[config.mk]
export PLATFORM = sky130hd
export DESIGN_NAME = jtkicker_romslot_flat
export DESIGN_NICKNAME = d
export VERILOG_FILES = /design/src/rtl/jtkicker_romslot_if.sv /design/src/rtl/jtkicker_romslot.sv /design/src/flat_wrapper.sv
export SDC_FILE = /design/constraint.sdc
export NUM_CORES = 1
export LEC_CHECK = 0
export BUFFER_PORTS_ARGS = -buffer_cell sky130_fd_sc_hd__buf_2
export CAP_MARGIN = 5
export CORE_ASPECT_RATIO = 1.1
export CORE_UTILIZATION = 45
export CTS_BUF_LIST = sky130_fd_sc_hd__clkbuf_4 sky130_fd_sc_hd__clkbuf_8
export DETAILED_ROUTE_END_ITERATION = 10
export GPL_TIMING_DRIVEN = 0
export PLACE_DENSITY = 0.69
export REMOVE_ABC_BUFFERS = 1
export SYNTH_ARGS = -nofsm -noshare
export SYNTH_HDL_FRONTEND = slang
export SYNTH_SLANG_ARGS = --single-unit
[constraint.sdc]
create_clock -name clk -period 2.05 [get_ports clk]
set_clock_uncertainty 0.2 [all_clocks]
set_input_delay 0.1025 -clock clk [delete_from_list [all_inputs] [get_ports clk]]
set_output_delay 0.1025 -clock clk [all_outputs]
set_load 0.01 [all_outputs]
[src/rtl/jtkicker_romslot_if.sv]
// ROM request / SDRAM fetch bus of the single-word ROM slot cache.
// The slave modport is the slot's view; the master modport is its environment.
interface jtkicker_romslot_if #(
    parameter int AW = 13
);
    logic          rom_cs;
    logic [AW-1:0] rom_addr;
    logic [7:0]    rom_data;
    logic          rom_ok;
    logic          inval;
    logic [21:0]   sdram_addr;
    logic          sdram_req;
    logic          sdram_ack;
    logic          sdram_dst;
    logic [15:0]   sdram_din;

    modport slave (
        input  rom_cs, rom_addr, inval, sdram_ack, sdram_dst, sdram_din,
        output rom_data, rom_ok, sdram_addr, sdram_req
    );

    modport master (
        output rom_cs, rom_addr, inval, sdram_ack, sdram_dst, sdram_din,
        input  rom_data, rom_ok, sdram_addr, sdram_req
    );
endinterface

[src/rtl/jtkicker_romslot.sv]
// One-word ROM cache in front of the SDRAM: zero-latency hits, miss fetch via req/ack/dst.
//   state | meaning
//   IDLE  | serving hits, waiting for a cs miss
//   REQ   | sdram_req high, waiting for ack
//   WAIT  | request accepted, waiting for the data strobe
module jtkicker_romslot #(
    parameter int          AW     = 13,
    parameter logic [21:0] OFFSET = 22'd0
) (
    input logic               clk,
    input logic               rst_n,
    jtkicker_romslot_if.slave bus
);
    typedef enum logic [1:0] {
        ST_IDLE,
        ST_REQ,
        ST_WAIT
    } state_t;

    state_t        r_state;
    state_t        w_state_nxt;
    logic [15:0]   r_data;
    logic [AW-2:0] r_tag;
    logic [AW-2:0] r_tag_pend;
    logic          r_valid;
    logic [21:0]   r_sdram_addr;
    logic [AW-2:0] w_word;
    logic          w_hit;
    logic          w_start;
    logic          w_fill;

    assign w_word = bus.rom_addr[AW-1:1];
    assign w_hit  = r_valid && (r_tag == w_word);

    // inval gates rom_ok directly so the first inval cycle cannot report a stale hit
    assign bus.rom_ok     = bus.rom_cs && w_hit && !bus.inval;
    assign bus.rom_data   = bus.rom_addr[0] ? r_data[15:8] : r_data[7:0];
    assign bus.sdram_req  = (r_state == ST_REQ);
    assign bus.sdram_addr = r_sdram_addr;

    always_comb begin
        w_state_nxt = r_state;
        w_start     = 1'b0;
        w_fill      = 1'b0;
        case (r_state)
            ST_IDLE: begin
                if (bus.rom_cs && !w_hit && !bus.inval) begin
                    w_start     = 1'b1;
                    w_state_nxt = ST_REQ;
                end
            end
            ST_REQ: begin
                if (bus.sdram_ack) w_state_nxt = ST_WAIT;
            end
            ST_WAIT: begin
                if (bus.sdram_dst) begin
                    w_fill      = 1'b1;
                    w_state_nxt = ST_IDLE;
                end
            end
            default: w_state_nxt = ST_IDLE;
        endcase
    end

    always_ff @(posedge clk or negedge rst_n) begin
        if (!rst_n) r_state <= ST_IDLE;
        else        r_state <= w_state_nxt;
    end

    always_ff @(posedge clk or negedge rst_n) begin
        if (!rst_n) begin
            r_sdram_addr <= OFFSET;
            r_tag_pend   <= '0;
            r_data       <= '0;
            r_tag        <= '0;
            r_valid      <= 1'b0;
        end else begin
            if (w_start) begin
                r_sdram_addr <= OFFSET + 22'(w_word);
                r_tag_pend   <= w_word;
            end
            // data and tag still load under inval; only the valid bit is suppressed
            if (w_fill) begin
                r_data <= bus.sdram_din;
                r_tag  <= r_tag_pend;
            end
            if (bus.inval)   r_valid <= 1'b0;
            else if (w_fill) r_valid <= 1'b1;
        end
    end
endmodule

[src/flat_wrapper.sv]
// flat-port wrapper written by rule: the top's interface ports become plain ports
module jtkicker_romslot_flat 
#(
    parameter int          AW     = 13,
    parameter logic [21:0] OFFSET = 22'd0
)
  (clk, rst_n, bus_rom_cs, bus_rom_addr, bus_inval, bus_sdram_ack, bus_sdram_dst, bus_sdram_din, bus_rom_data, bus_rom_ok, bus_sdram_addr, bus_sdram_req);
  jtkicker_romslot_if #(.AW(AW)) bus_i ();
  input logic clk;
  input logic rst_n;
  input wire logic [$bits(bus_i.rom_cs)-1:0] bus_rom_cs;
  input wire logic [$bits(bus_i.rom_addr)-1:0] bus_rom_addr;
  input wire logic [$bits(bus_i.inval)-1:0] bus_inval;
  input wire logic [$bits(bus_i.sdram_ack)-1:0] bus_sdram_ack;
  input wire logic [$bits(bus_i.sdram_dst)-1:0] bus_sdram_dst;
  input wire logic [$bits(bus_i.sdram_din)-1:0] bus_sdram_din;
  output wire logic [$bits(bus_i.rom_data)-1:0] bus_rom_data;
  output wire logic [$bits(bus_i.rom_ok)-1:0] bus_rom_ok;
  output wire logic [$bits(bus_i.sdram_addr)-1:0] bus_sdram_addr;
  output wire logic [$bits(bus_i.sdram_req)-1:0] bus_sdram_req;
  assign bus_i.rom_cs = bus_rom_cs;
  assign bus_i.rom_addr = bus_rom_addr;
  assign bus_i.inval = bus_inval;
  assign bus_i.sdram_ack = bus_sdram_ack;
  assign bus_i.sdram_dst = bus_sdram_dst;
  assign bus_i.sdram_din = bus_sdram_din;
  assign bus_rom_data = bus_i.rom_data;
  assign bus_rom_ok = bus_i.rom_ok;
  assign bus_sdram_addr = bus_i.sdram_addr;
  assign bus_sdram_req = bus_i.sdram_req;
  jtkicker_romslot #(.AW(AW), .OFFSET(OFFSET)) u_core (.clk(clk), .rst_n(rst_n), .bus(bus_i));
endmodule
==> report_table.html <==
<table>
<tr><th>Metric</th><th>Value</th></tr>
<tr><th colspan="2">Timing</th></tr>
<tr><td>Period utilisation layout</td><td>114%</td></tr>
<tr><td>RSZ-0062 raised after global routing</td><td>yes</td></tr>
<tr><td>Pin slew with the least headroom to its limit</td><td>0.931 ns</td></tr>
<tr><td>Worst slew margin relative to its limit</td><td>38.0%</td></tr>
<tr><td>Final slew viol count</td><td>0</td></tr>
<tr><td>Worst setup slack after layout</td><td>-0.282 ns</td></tr>
<tr><td>Final count of hold timing violations</td><td>0</td></tr>
<tr><td>Fmax</td><td>429 MHz</td></tr>
<tr><td>Time the final worst path needs with I/O delays and setup</td><td>2.33 ns</td></tr>
<tr><td>Final setup fails</td><td>4</td></tr>
<tr><th colspan="2">Drt</th></tr>
<tr><td>Routed wire per std cell</td><td>14.9 um</td></tr>
<tr><td>First-iteration detailed-routing DRC count</td><td>19</td></tr>
<tr><td>Remaining number of nets flagged by the antenna check after routing</td><td>0</td></tr>
<tr><td>Total Routed Length</td><td>4.30 mm</td></tr>
<tr><td>Number of vias after detailed routing</td><td>1,388</td></tr>
<tr><td>DRC Markers</td><td>0</td></tr>
<tr><td>Per-cell via count in the routed design</td><td>4.80</td></tr>
<tr><td>Detailed-routing iteration count for the pre-antenna-repair pass</td><td>4</td></tr>
<tr><th colspan="2">Job</th></tr>
<tr><td>Max-capacitance violation count</td><td>0</td></tr>
<tr><th colspan="2">Placement</th></tr>
<tr><td>Worst setup slack before clock tree synthesis</td><td>-0.393 ns</td></tr>
<tr><td>Post-placement cell count</td><td>245</td></tr>
<tr><td>Detailed-placement wirelength estimate</td><td>2.61 mm</td></tr>
<tr><td>Placement-stage cell area</td><td>2280 um2</td></tr>
<tr><td>Placer congestion estimate</td><td>0.656</td></tr>
<tr><td>Number of port buffers</td><td>56</td></tr>
<tr><th colspan="2">Cells and area</th></tr>
<tr><td>Final Net Count</td><td>269</td></tr>
<tr><td>Utilization after layout</td><td>64.5%</td></tr>
<tr><td>Post-Layout Inst Area</td><td>2770 um2</td></tr>
<tr><td>Fraction of final layout cells sized beyond drive strength 1</td><td>50.6%</td></tr>
<tr><td>Layout filler cell count</td><td>327</td></tr>
<tr><td>P&amp;R area growth vs syn</td><td>37.6%</td></tr>
<tr><td>Number of cells in the finished layout apart from fillers</td><td>289</td></tr>
<tr><td>Total inserted antenna cells</td><td>0</td></tr>
<tr><th colspan="2">Setup path</th></tr>
<tr><td>Max Fanout on Critical Path</td><td>2</td></tr>
<tr><td>Kind of capture point of the worst setup path</td><td>output pin</td></tr>
<tr><td>Required time at the worst-slack endpoint</td><td>1.75 ns</td></tr>
<tr><td>Worst setup path category</td><td>reg2out</td></tr>
<tr><td>Worst Path Arrival</td><td>2.03 ns</td></tr>
<tr><td>Nature of the critical path startpoint</td><td>register</td></tr>
<tr><th colspan="2">Logic synthesis</th></tr>
<tr><td>Average size of a mapped cell</td><td>14.3 um2</td></tr>
<tr><td>Sequential cell area fraction in the yosys report</td><td>53.5%</td></tr>
<tr><td>Commonest register cell after synthesis</td><td>dfrtp_1</td></tr>
<tr><td>Number of instances in the synthesized netlist</td><td>141</td></tr>
<tr><td>Number of flops mapped to enable cells by yosys</td><td>0</td></tr>
<tr><td>Cell types with the largest area share after synthesis</td><td>dfrtp_1 (54%), mux2_2 (22%), mux2_4 (6.7%)</td></tr>
<tr><td>Share of async-settable or async-resettable flops after synthesis</td><td>100%</td></tr>
<tr><td>Post-synthesis cell type with the largest combined area</td><td>dfrtp_1</td></tr>
<tr><td>Synthesized flop and latch total</td><td>43</td></tr>
<tr><td>Number of unique standard cell types used by synthesis</td><td>24</td></tr>
<tr><td>Ys Warns</td><td>0</td></tr>
<tr><td>Synth Cell Area</td><td>2010 um2</td></tr>
<tr><td>Leading cell type by number of instances after synthesis</td><td>dfrtp_1</td></tr>
<tr><td>Commonest cells post-synth</td><td>dfrtp_1 (43), mux2_2 (39), xor2_1 (11), buf_4 (10), mux2_4 (9)</td></tr>
<tr><td>Fraction of synthesized cell area taken by the top area cell type</td><td>53.5%</td></tr>
<tr><th colspan="2">Die</th></tr>
<tr><td>Rows</td><td>25</td></tr>
<tr><td>Top Ports</td><td>67</td></tr>
<tr><td>Floorplan die area</td><td>4740 um2</td></tr>
<tr><td>Effective utilization at floorplan</td><td>46.9%</td></tr>
<tr><td>Placeable core region</td><td>4290 um2</td></tr>
<tr><td>Die Height</td><td>72.1 um</td></tr>
<tr><td>Die width</td><td>65.7 um</td></tr>
<tr><th colspan="2">GRT</th></tr>
<tr><td>Number of global-route vias before repair</td><td>1,446</td></tr>
<tr><td>Largest net degree at the start of global routing</td><td>44</td></tr>
<tr><td>Antenna violations before repair</td><td>0</td></tr>
<tr><td>Highest-utilization routing layer at the global route stage</td><td>met2</td></tr>
<tr><td>All-Layer GR Usage</td><td>18.8%</td></tr>
<tr><td>Global-route congestion overflow total</td><td>0</td></tr>
<tr><td>First-pass GRT wire length</td><td>6.63 mm</td></tr>
<tr><td>Met3 Track Usage GR</td><td>3.46%</td></tr>
<tr><td>Fraction of met1 tracks used by global routing</td><td>21.9%</td></tr>
<tr><td>GRT met2 Usage</td><td>34.1%</td></tr>
<tr><th colspan="2">Clocking</th></tr>
<tr><td>CTS H-Tree Depth</td><td>2</td></tr>
<tr><td>Root cell of the clock tree</td><td>clkbuf_8</td></tr>
<tr><td>TritonCTS clock tree</td><td>done</td></tr>
<tr><td>Total number of clock tree sinks</td><td>43</td></tr>
<tr><td>Clock Pin Slew Worst Setup and Hold Paths</td><td>0.08 ns</td></tr>
<tr><td>Skew-Pair Late Insertion Delay</td><td>0.29 ns</td></tr>
<tr><td>Clock buffer count from CTS</td><td>5</td></tr>
<tr><td>Maximum count of clock buffers along a single path</td><td>2</td></tr>
<tr><th colspan="2">Min path</th></tr>
<tr><td>Hold Crit Class</td><td>in2reg</td></tr>
<tr><th colspan="2">Status</th></tr>
<tr><td>Violated checks</td><td>negative setup slack</td></tr>
<tr><td>Outcome</td><td>complete, but fails checks</td></tr>
<tr><th colspan="2">Pwr</th></tr>
<tr><td>Leakage</td><td>1.33 nW</td></tr>
<tr><td>Worst voltage drop across the vdd grid</td><td>0.000770 V</td></tr>
<tr><td>Total power per unit cell area</td><td>1160 nW/um2</td></tr>
</table>
path summary, 6_finish.rpt:
check                                        startpoint                               end  slack, ns  cells after the start
max                         u_core.r_tag[0]$_DFFE_PN0P_                        bus_rom_ok      -0.28                      6
min                                          bus_rom_cs  u_core.r_tag_pend[8]$_DFFE_PN0P_       0.26                      5
max reg2reg                 u_core.r_tag[1]$_DFFE_PN0P_  u_core.r_tag_pend[1]$_DFFE_PN0P_      -0.03                      5
min reg2reg                u_core.r_data[9]$_DFFE_PN0P_      u_core.r_data[9]$_DFFE_PN0P_       0.31                      1
max in group asynchronous                         rst_n       u_core.r_tag[8]$_DFFE_PN0P_       0.78                      2
min in group asynchronous                         rst_n  u_core.r_tag_pend[6]$_DFFE_PN0P_       0.30                      2
stage by stage:
step / TNS, ns / hold slack (ns) / power, mW
floorplan: 0 / -0.393 / 2.15
global placement: -8.83 / 0.0709 / 2.45
detailed placement: -11.44 / 0.0890 / 2.53
CTS: -0.246 / 0.304 / 3.19
global route: -1.16 / 0.284 / 3.39
finish: -0.355 / 0.259 / 3.21
state kept, by name (all words and copies together) (netlist names):
register	cells
u_core.r_data	16
u_core.r_tag	12
u_core.r_valid	1
u_core.r_state	2
u_core.r_tag_pend	12
area by class of cell:
class                   count  area [um2]  area share, %
repair buffers             90         628           22.7
multi-input cells          92         882           31.9
well taps                  54        67.6           2.44
clock buffers               8         104           3.76
inverters                   2        7.51          0.271
flip-flops and latches     43        1080           38.9
logic make-up (layout without fill, tap and decap cells):
family,Yosys count,after routing,share of synthesized area (%)
compound gates,3,3,0.747
buf+inv,17,100,6.04
other cells,1,10,0.187
flops,43,43,53.5
xor+xnor,12,12,5.23
mux,48,48,28.6
simple gates,17,19,5.67
routing by layer:
layer	wire, um	vias to the layer above
met5	0	-
met4	46	0
met3	224	6
met2	2150	52
met1	1870	674
li1	-	656
cell usage in the layout, fill, tap and decap left out:
cell type      netlist  final
buf_2                3     56
nand3b_1             1      2
buf_12               1      1
inv_1                2      2
xnor2_1              1      1
nor3_1               2      2
nor4b_2              1      1
mux2_4               9      9
or4_4                0      1
conb_1               1     10
mux2_2              39     39
dfrtp_1             43     43
o21ai_0              2      2
buf_4               10      1
nor4_4               0      1
clkbuf_8             0      7
nor4_1               2      2
a21oi_1              1      1
nand2_1              1      1
dlygate4sd3_1        0     32
nand4_1              2      2
nand2b_1             3      3
nor2_1               2      2
clkbuf_4             0      1
nand2_4              0      2
xor2_1              11     11
power breakdown:
part	switching [mW]	internal [mW]	total, mW
clock network	0.277	0.321	0.598
logic	0.490	0.667	1.16
registers	0.233	1.22	1.46
timing repair:
item	in CTS	in global routing
cloned	1	1
hold endpoints to repair	74	0
setup buffers	1	1
hold buffers	32	0
pin swaps	1	4
setup endpoints to repair	42	28
resized for setup	1	3
critical path: stages (launching register included):
cell	delay, ns
dfrtp_1	0.40
xor2_1	0.17
or4_4	0.54
nor4_4	0.23
nand4_1	0.14
nor2_1	0.12
buf_2	0.14
Note: power is estimated with default switching activity, not from simulation.
